**config.mk**
```make
export PLATFORM = sky130hd
export DESIGN_NAME = sd_frame_unpacker
export DESIGN_NICKNAME = d
export VERILOG_FILES = /design/src/rtl/sd_frame_unpacker.sv
export SDC_FILE = /design/constraint.sdc
export NUM_CORES = 2
export LEC_CHECK = 0
export CELL_PAD_IN_SITES_DETAIL_PLACEMENT = 0
export CELL_PAD_IN_SITES_GLOBAL_PLACEMENT = 1
export CORE_ASPECT_RATIO = 1.4
export CORE_MARGIN = 2
export CORE_UTILIZATION = 58
export CTS_BUF_LIST = sky130_fd_sc_hd__clkbuf_4 sky130_fd_sc_hd__clkbuf_8
export CTS_CLUSTER_DIAMETER = 200
export DETAILED_ROUTE_END_ITERATION = 12
export GPL_TIMING_DRIVEN = 1
export PLACE_DENSITY = 0.91
export SYNTH_ARGS = -nofsm -noshare
export SYNTH_HDL_FRONTEND = slang
export SYNTH_SLANG_ARGS = --single-unit
```
**constraint.sdc**
```tcl
create_clock -name clk_ram -period 6.7 [get_ports clk_ram]
set_clock_uncertainty 0.2 [all_clocks]
set_input_delay 1.34 -clock clk_ram [delete_from_list [all_inputs] [get_ports clk_ram]]
set_output_delay 1.34 -clock clk_ram [all_outputs]
set_load 0.02 [all_outputs]
```
**src/rtl/sd_frame_unpacker.sv**
```systemverilog
// Word-to-byte unpacker between the SD file reader and the cell-state RAM.
// Optional macro SD_UNPACK_BITREV_EN: bit-reverse every byte (MSB-first file format).
module sd_frame_unpacker #(
    parameter int P_PARAM_W = 800,
    parameter int P_PARAM_H = 600,
    parameter int FIFO_AW   = 7
) (
    input  logic        clk_ram,
    input  logic        reset,
    input  logic [23:0] in_address,
    input  logic [31:0] in_data,
    input  logic        in_wren,
    input  logic        file_finish,
    output logic [23:0] out_address,
    output logic [7:0]  out_data,
    output logic        out_wren,
    output logic        done,
    output logic        overflow,
    output logic        seq_err
);
    localparam int BPR   = (P_PARAM_W + 7) / 8;
    localparam int WPR   = (P_PARAM_W + 31) / 32;
    localparam int PBR   = 4 * WPR;
    localparam int DEPTH = 1 << FIFO_AW;
    localparam int COL_W = $clog2(PBR);
    localparam int ROW_W = $clog2(P_PARAM_H + 1);

    typedef enum logic [0:0] {ST_IDLE, ST_EMIT} state_t;

    function automatic logic [7:0] map_byte(input logic [7:0] b);
        logic [7:0] r;
`ifdef SD_UNPACK_BITREV_EN
        for (int i = 0; i < 8; i++) begin
            r[i] = b[7 - i];
        end
`else
        r = b;
`endif
        return r;
    endfunction

    logic [31:0]        fifo_mem_q [DEPTH];
    logic [FIFO_AW-1:0] wr_ptr_q, wr_ptr_d, rd_ptr_q, rd_ptr_d;
    logic [FIFO_AW:0]   count_q, count_d;
    logic [23:0]        exp_idx_q, exp_idx_d, lin_q, lin_d;
    logic [COL_W-1:0]   col_q, col_d;
    logic [ROW_W-1:0]   row_q, row_d;
    logic [31:0]        sr_q, sr_d;
    logic [1:0]         bidx_q, bidx_d;
    state_t             state_q, state_d;
    logic               ff_q;
    logic [23:0]        out_address_d;
    logic [7:0]         out_data_d, byte_s;
    logic               out_wren_d, done_d, overflow_d, seq_err_d;
    logic               full_s, empty_s, restart_s, push_s, pop_s;

    assign full_s    = (count_q == (FIFO_AW + 1)'(DEPTH));
    assign empty_s   = (count_q == '0);
    assign restart_s = ff_q & ~file_finish;
    assign byte_s    = sr_q[{bidx_q, 3'b000} +: 8];

    // Next-state logic: emitter FSM, byte placement, FIFO bookkeeping, restart.
    always_comb begin
        state_d       = state_q;
        sr_d          = sr_q;
        bidx_d        = bidx_q;
        col_d         = col_q;
        row_d         = row_q;
        lin_d         = lin_q;
        out_address_d = out_address;
        out_data_d    = out_data;
        out_wren_d    = 1'b0;
        pop_s         = 1'b0;

        case (state_q)
            ST_IDLE: begin
                if (!empty_s) begin
                    pop_s   = 1'b1;
                    sr_d    = fifo_mem_q[rd_ptr_q];
                    bidx_d  = 2'd0;
                    state_d = ST_EMIT;
                end else begin
                    state_d = ST_IDLE;
                end
            end
            ST_EMIT: begin
                // Bytes past the row width or below the last row are padding/excess.
                if ((col_q < COL_W'(BPR)) && (row_q < ROW_W'(P_PARAM_H))) begin
                    out_wren_d    = 1'b1;
                    out_data_d    = map_byte(byte_s);
                    out_address_d = lin_q;
                    lin_d         = lin_q + 24'd1;
                end else begin
                    out_wren_d = 1'b0;
                end
                if (col_q == COL_W'(PBR - 1)) begin
                    col_d = '0;
                    if (row_q != ROW_W'(P_PARAM_H)) begin
                        row_d = row_q + ROW_W'(1);
                    end else begin
                        row_d = row_q;
                    end
                end else begin
                    col_d = col_q + COL_W'(1);
                end
                if (bidx_q == 2'd3) begin
                    if (!empty_s) begin
                        pop_s  = 1'b1;
                        sr_d   = fifo_mem_q[rd_ptr_q];
                        bidx_d = 2'd0;
                    end else begin
                        state_d = ST_IDLE;
                    end
                end else begin
                    bidx_d = bidx_q + 2'd1;
                end
            end
            default: state_d = ST_IDLE;
        endcase

        // A pop in the same cycle frees a slot, so a push into a full FIFO still lands.
        push_s     = in_wren & (~full_s | pop_s);
        wr_ptr_d   = push_s ? wr_ptr_q + FIFO_AW'(1) : wr_ptr_q;
        rd_ptr_d   = pop_s ? rd_ptr_q + FIFO_AW'(1) : rd_ptr_q;
        count_d    = count_q + (FIFO_AW + 1)'(push_s) - (FIFO_AW + 1)'(pop_s);
        exp_idx_d  = in_wren ? exp_idx_q + 24'd1 : exp_idx_q;
        overflow_d = overflow | (in_wren & ~push_s);
        seq_err_d  = seq_err | (in_wren & (in_address != exp_idx_q));
        done_d     = file_finish & empty_s & (state_q == ST_IDLE);

        if (restart_s) begin
            push_s     = 1'b0;
            state_d    = ST_IDLE;
            bidx_d     = 2'd0;
            col_d      = '0;
            row_d      = '0;
            lin_d      = 24'd0;
            out_wren_d = 1'b0;
            wr_ptr_d   = '0;
            rd_ptr_d   = '0;
            count_d    = '0;
            exp_idx_d  = 24'd0;
            overflow_d = 1'b0;
            seq_err_d  = 1'b0;
            done_d     = 1'b0;
        end else begin
            done_d = done_d;
        end
    end

    // FIFO storage; contents need no reset because occupancy guards every read.
    always_ff @(posedge clk_ram) begin
        if (push_s) begin
            fifo_mem_q[wr_ptr_q] <= in_data;
        end
    end

    // State and output registers.
    always_ff @(posedge clk_ram or posedge reset) begin
        if (reset) begin
            state_q     <= ST_IDLE;
            sr_q        <= 32'd0;
            bidx_q      <= 2'd0;
            col_q       <= '0;
            row_q       <= '0;
            lin_q       <= 24'd0;
            wr_ptr_q    <= '0;
            rd_ptr_q    <= '0;
            count_q     <= '0;
            exp_idx_q   <= 24'd0;
            ff_q        <= 1'b0;
            out_address <= 24'd0;
            out_data    <= 8'd0;
            out_wren    <= 1'b0;
            done        <= 1'b0;
            overflow    <= 1'b0;
            seq_err     <= 1'b0;
        end else begin
            state_q     <= state_d;
            sr_q        <= sr_d;
            bidx_q      <= bidx_d;
            col_q       <= col_d;
            row_q       <= row_d;
            lin_q       <= lin_d;
            wr_ptr_q    <= wr_ptr_d;
            rd_ptr_q    <= rd_ptr_d;
            count_q     <= count_d;
            exp_idx_q   <= exp_idx_d;
            ff_q        <= file_finish;
            out_address <= out_address_d;
            out_data    <= out_data_d;
            out_wren    <= out_wren_d;
            done        <= done_d;
            overflow    <= overflow_d;
            seq_err     <= seq_err_d;
        end
    end
endmodule

```
==> results.py <==
metrics = {
    "critical_path": {
        "crit_fanout": 43,
        "max_stage_delay_ps": 1280,
        "critPathTopFamily": "compound AO/OA/AOI/OAI gates",
        "cp-end-kind": "register",
        "start_kind": "register",
        "cp_num_buf_inv": 3,
        "crit_slowest_cell": "a211oi_1",
        "worstPathArrival_ps": 6120,
        "worstSetupPathType": "register to register",
        "cp_cell_sequence": "buf_12, nor2b_4, buf_4, buf_4, a22oi_1, a211oi_1, nor4_1, a211oi_1",
        "worstPathRequired_ps": 7440,
    },
    "global_route": {
        "grt_antenna_before_repair": 27,
        "grt_use_met1_pct": 38.5,
        "grt_max_degree": 129,
        "grt_overflow": 0,
        "grtUsageMet3_pct": 7.15,
        "top_usage_layer": "met2",
        "grt_util_met2_pct": 47.0,
        "grt_usage_pct": 30.6,
        "grt_pass1_wl_um": 615000,
        "grt_pass1_vias": 83200,
    },
    "place": {
        "dp_cells": 11100,
        "place.gp.congestion": 0.970,
        "postPlaceCellArea_mm2": 0.170,
        "portBuffers": 95,
        "place_ws_ps": 1100,
        "dp_hpwl_um": 263000,
    },
    "clock_network": {
        "clock-sinks": 4255,
        "cts_hold_buf": 0,
        "cts_buffers": 583,
        "tritoncts": "yes",
        "cts.htree.levels": 6,
        "cts.path.max_buffers": 4,
        "post_cts_resized": 0,
        "cts_root_buf": "clkbuf_8",
        "clk_latency_ps": 1080,
        "cts.clk_slew.worst_paths_ps": 70,
        "post_cts_buffers": 0,
    },
    "route": {
        "wire_per_inst_um": 36.1,
        "first_pass_iters": 6,
        "drt_iter0_drc": 14700,
        "drc": 0,
        "routed_wirelength_um": 440000,
        "route.vias.total": 83700,
        "drtAntennaViolNets": 0,
        "viasPerCell": 6.88,
    },
    "timing": {
        "fin_ws_ps": 1320,
        "worstMarginPinSlew_ps": 1680,
        "hold-worst-slack_ps": 301,
        "setup_viol": 0,
        "slew_violations": 9,
        "rsz0062_at_grt": "no",
        "clock.fmax_mhz": 186,
        "post-route-period-util_pct": 80.3,
        "fin_setup_tns_ps": 0,
        "period_needed_ps": 5380,
        "finalHoldViolCount": 0,
        "slew_headroom_pct": -12.9,
    },
    "synth": {
        "syn_nets": 7643,
        "synth.distinct_cells": 76,
        "synth-edff-count": 4096,
        "syn_inst": 7563,
        "ys_seq_area_share_pct": 77.6,
        "yosysWarnings": 0,
        "avgSynthCellArea_um2": 21.6,
        "synth_async_sr_flop_share_pct": 3.74,
        "syn-cell-area_mm2": 0.164,
        "ys_ff_latch": 4255,
        "ys.flop_type": "edfxtp_1",
    },
    "power": {
        "p_leak_nw": 55.8,
        "finalPower_mw": 64.4,
        "powerDensity_mw_per_mm2": 355,
        "peakVddDrop_v": 0.000416,
    },
    "run_status": {
        "violations": "capacitance limit, slew limit",
        "status": "complete, but fails checks",
    },
    "floorplan": {
        "dieArea_mm2": 0.287,
        "chipWidth_um": 453,
        "pin_count": 96,
        "num_rows": 230,
        "die_h_um": 633,
        "coreArea_mm2": 0.281,
        "start_util_pct": 58.3,
    },
    "flow_run": {
        "drv_cap": 5,
    },
    "cells_and_area": {
        "fin_area_mm2": 0.181,
        "final_cells": 12200,
        "mostFrequentLayoutCell": "edfxtp_1",
        "layout_common_cells": "edfxtp_1 (4,096), mux4_2 (872), clkbuf_8 (613)",
        "drive_gt1_share_pct": 26.8,
        "nNetsFinal": 8083,
        "areaGrowthSynthToFinish_pct": 10.7,
        "final_util_pct": 64.6,
    },
    "worst_hold_path": {
        "hp-class": "register to register",
    },
}
==> worst reg2reg max path, delay by kind of cell, from the launching register on <==
kind	cells	cell delay, ps
buffers and inverters	3	1420
AO/OA/AOI/OAI	3	1810
AND/OR/NAND/NOR	2	1050
flip-flops	1	780
==> layer usage <==
metal  wire length [um]  part of all wire (%)  vias up
met4              40300                   9.2       16
met5                105                 0.024        -
li1                   -                     -    32800
met1             139000                    32    42700
met2             204000                    46     6804
met3              56300                    13     1430
==> power breakdown <==
part	total, mW	switching [mW]	internal [mW]
clock	20.0	9.59	10.4
sequential	29.9	0.420	29.5
combinational	14.4	8.37	6.06
==> cell families after synthesis <==
kind of cell | count (synthesis) | share of synthesized area [%]
AO/OA/AOI/OAI | 765 | 3.42
AND/OR/NAND/NOR | 600 | 1.70
adder cells (fa/ha/maj) | 20 | 0.157
multiplexers | 1384 | 15.2
flip-flops | 4255 | 77.6
XOR/XNOR | 92 | 0.492
buffers and inverters | 447 | 1.48
==> state kept, by name, indices dropped and copies added (netlist names) <==
| name | count |
|---|---|
| bidx_q | 2 |
| out_address | 24 |
| wr_ptr_q | 7 |
| count_q | 8 |
| row_q | 10 |
| col_q | 7 |
| seq_err | 1 |
| overflow | 1 |
| out_data | 8 |
| done | 1 |
| fifo_mem_q | 4096 |
| exp_idx_q | 24 |
| state_q | 1 |
| out_wren | 1 |
| rd_ptr_q | 7 |
| sr_q | 32 |
| ff_q | 1 |
| lin_q | 24 |
==> layout make-up <==
type                    count  area (um2)
flip-flops and latches   4255      127000
fillers                 16800       99300
multi-input cells        2861       35400
clock buffers             792        9780
well taps                3712        4640
repair buffers            284        2600
clock inverters           235        1770
inverters                  18        72.6
diodes                      9        22.5
==> cells in the mapped netlist, drive strengths merged (24+ instances only) <==
| cell | instances | area share [%] |
|---|---|---|
| o22ai | 138 | 0.53 |
| a21oi | 102 | 0.31 |
| nand4 | 26 | 0.099 |
| dfrtp | 159 | 2.4 |
| a211oi | 125 | 0.57 |
| mux4 | 872 | 12 |
| nor2 | 282 | 0.65 |
| mux2 | 88 | 0.61 |
| a221o | 24 | 0.15 |
| xor2 | 55 | 0.29 |
| o221ai | 50 | 0.27 |
| xnor2 | 37 | 0.20 |
| nand3 | 28 | 0.089 |
| nand2 | 98 | 0.23 |
| nor2b | 25 | 0.096 |
| mux2i | 424 | 2.6 |
| buf | 290 | 1.1 |
| a22o | 70 | 0.37 |
| edfxtp | 4096 | 75 |
| a22oi | 141 | 0.65 |
| clkbuf | 139 | 0.32 |
| nor3 | 49 | 0.15 |
==> path summary, 6_finish.rpt <==
path,to,cells after the start,slack (ps),start
worst max-delay path,sr_q[10],8,1320,rd_ptr_q[3]
worst min-delay path,seq_err,2,300,seq_err
worst max register to register,sr_q[10],8,1320,rd_ptr_q[3]
worst min register to register,seq_err,2,300,seq_err
max in group asynchronous,rd_ptr_q[2],3,4660,reset
min in group asynchronous,exp_idx_q[17],2,580,reset
Power figures use the tool's default switching activity.
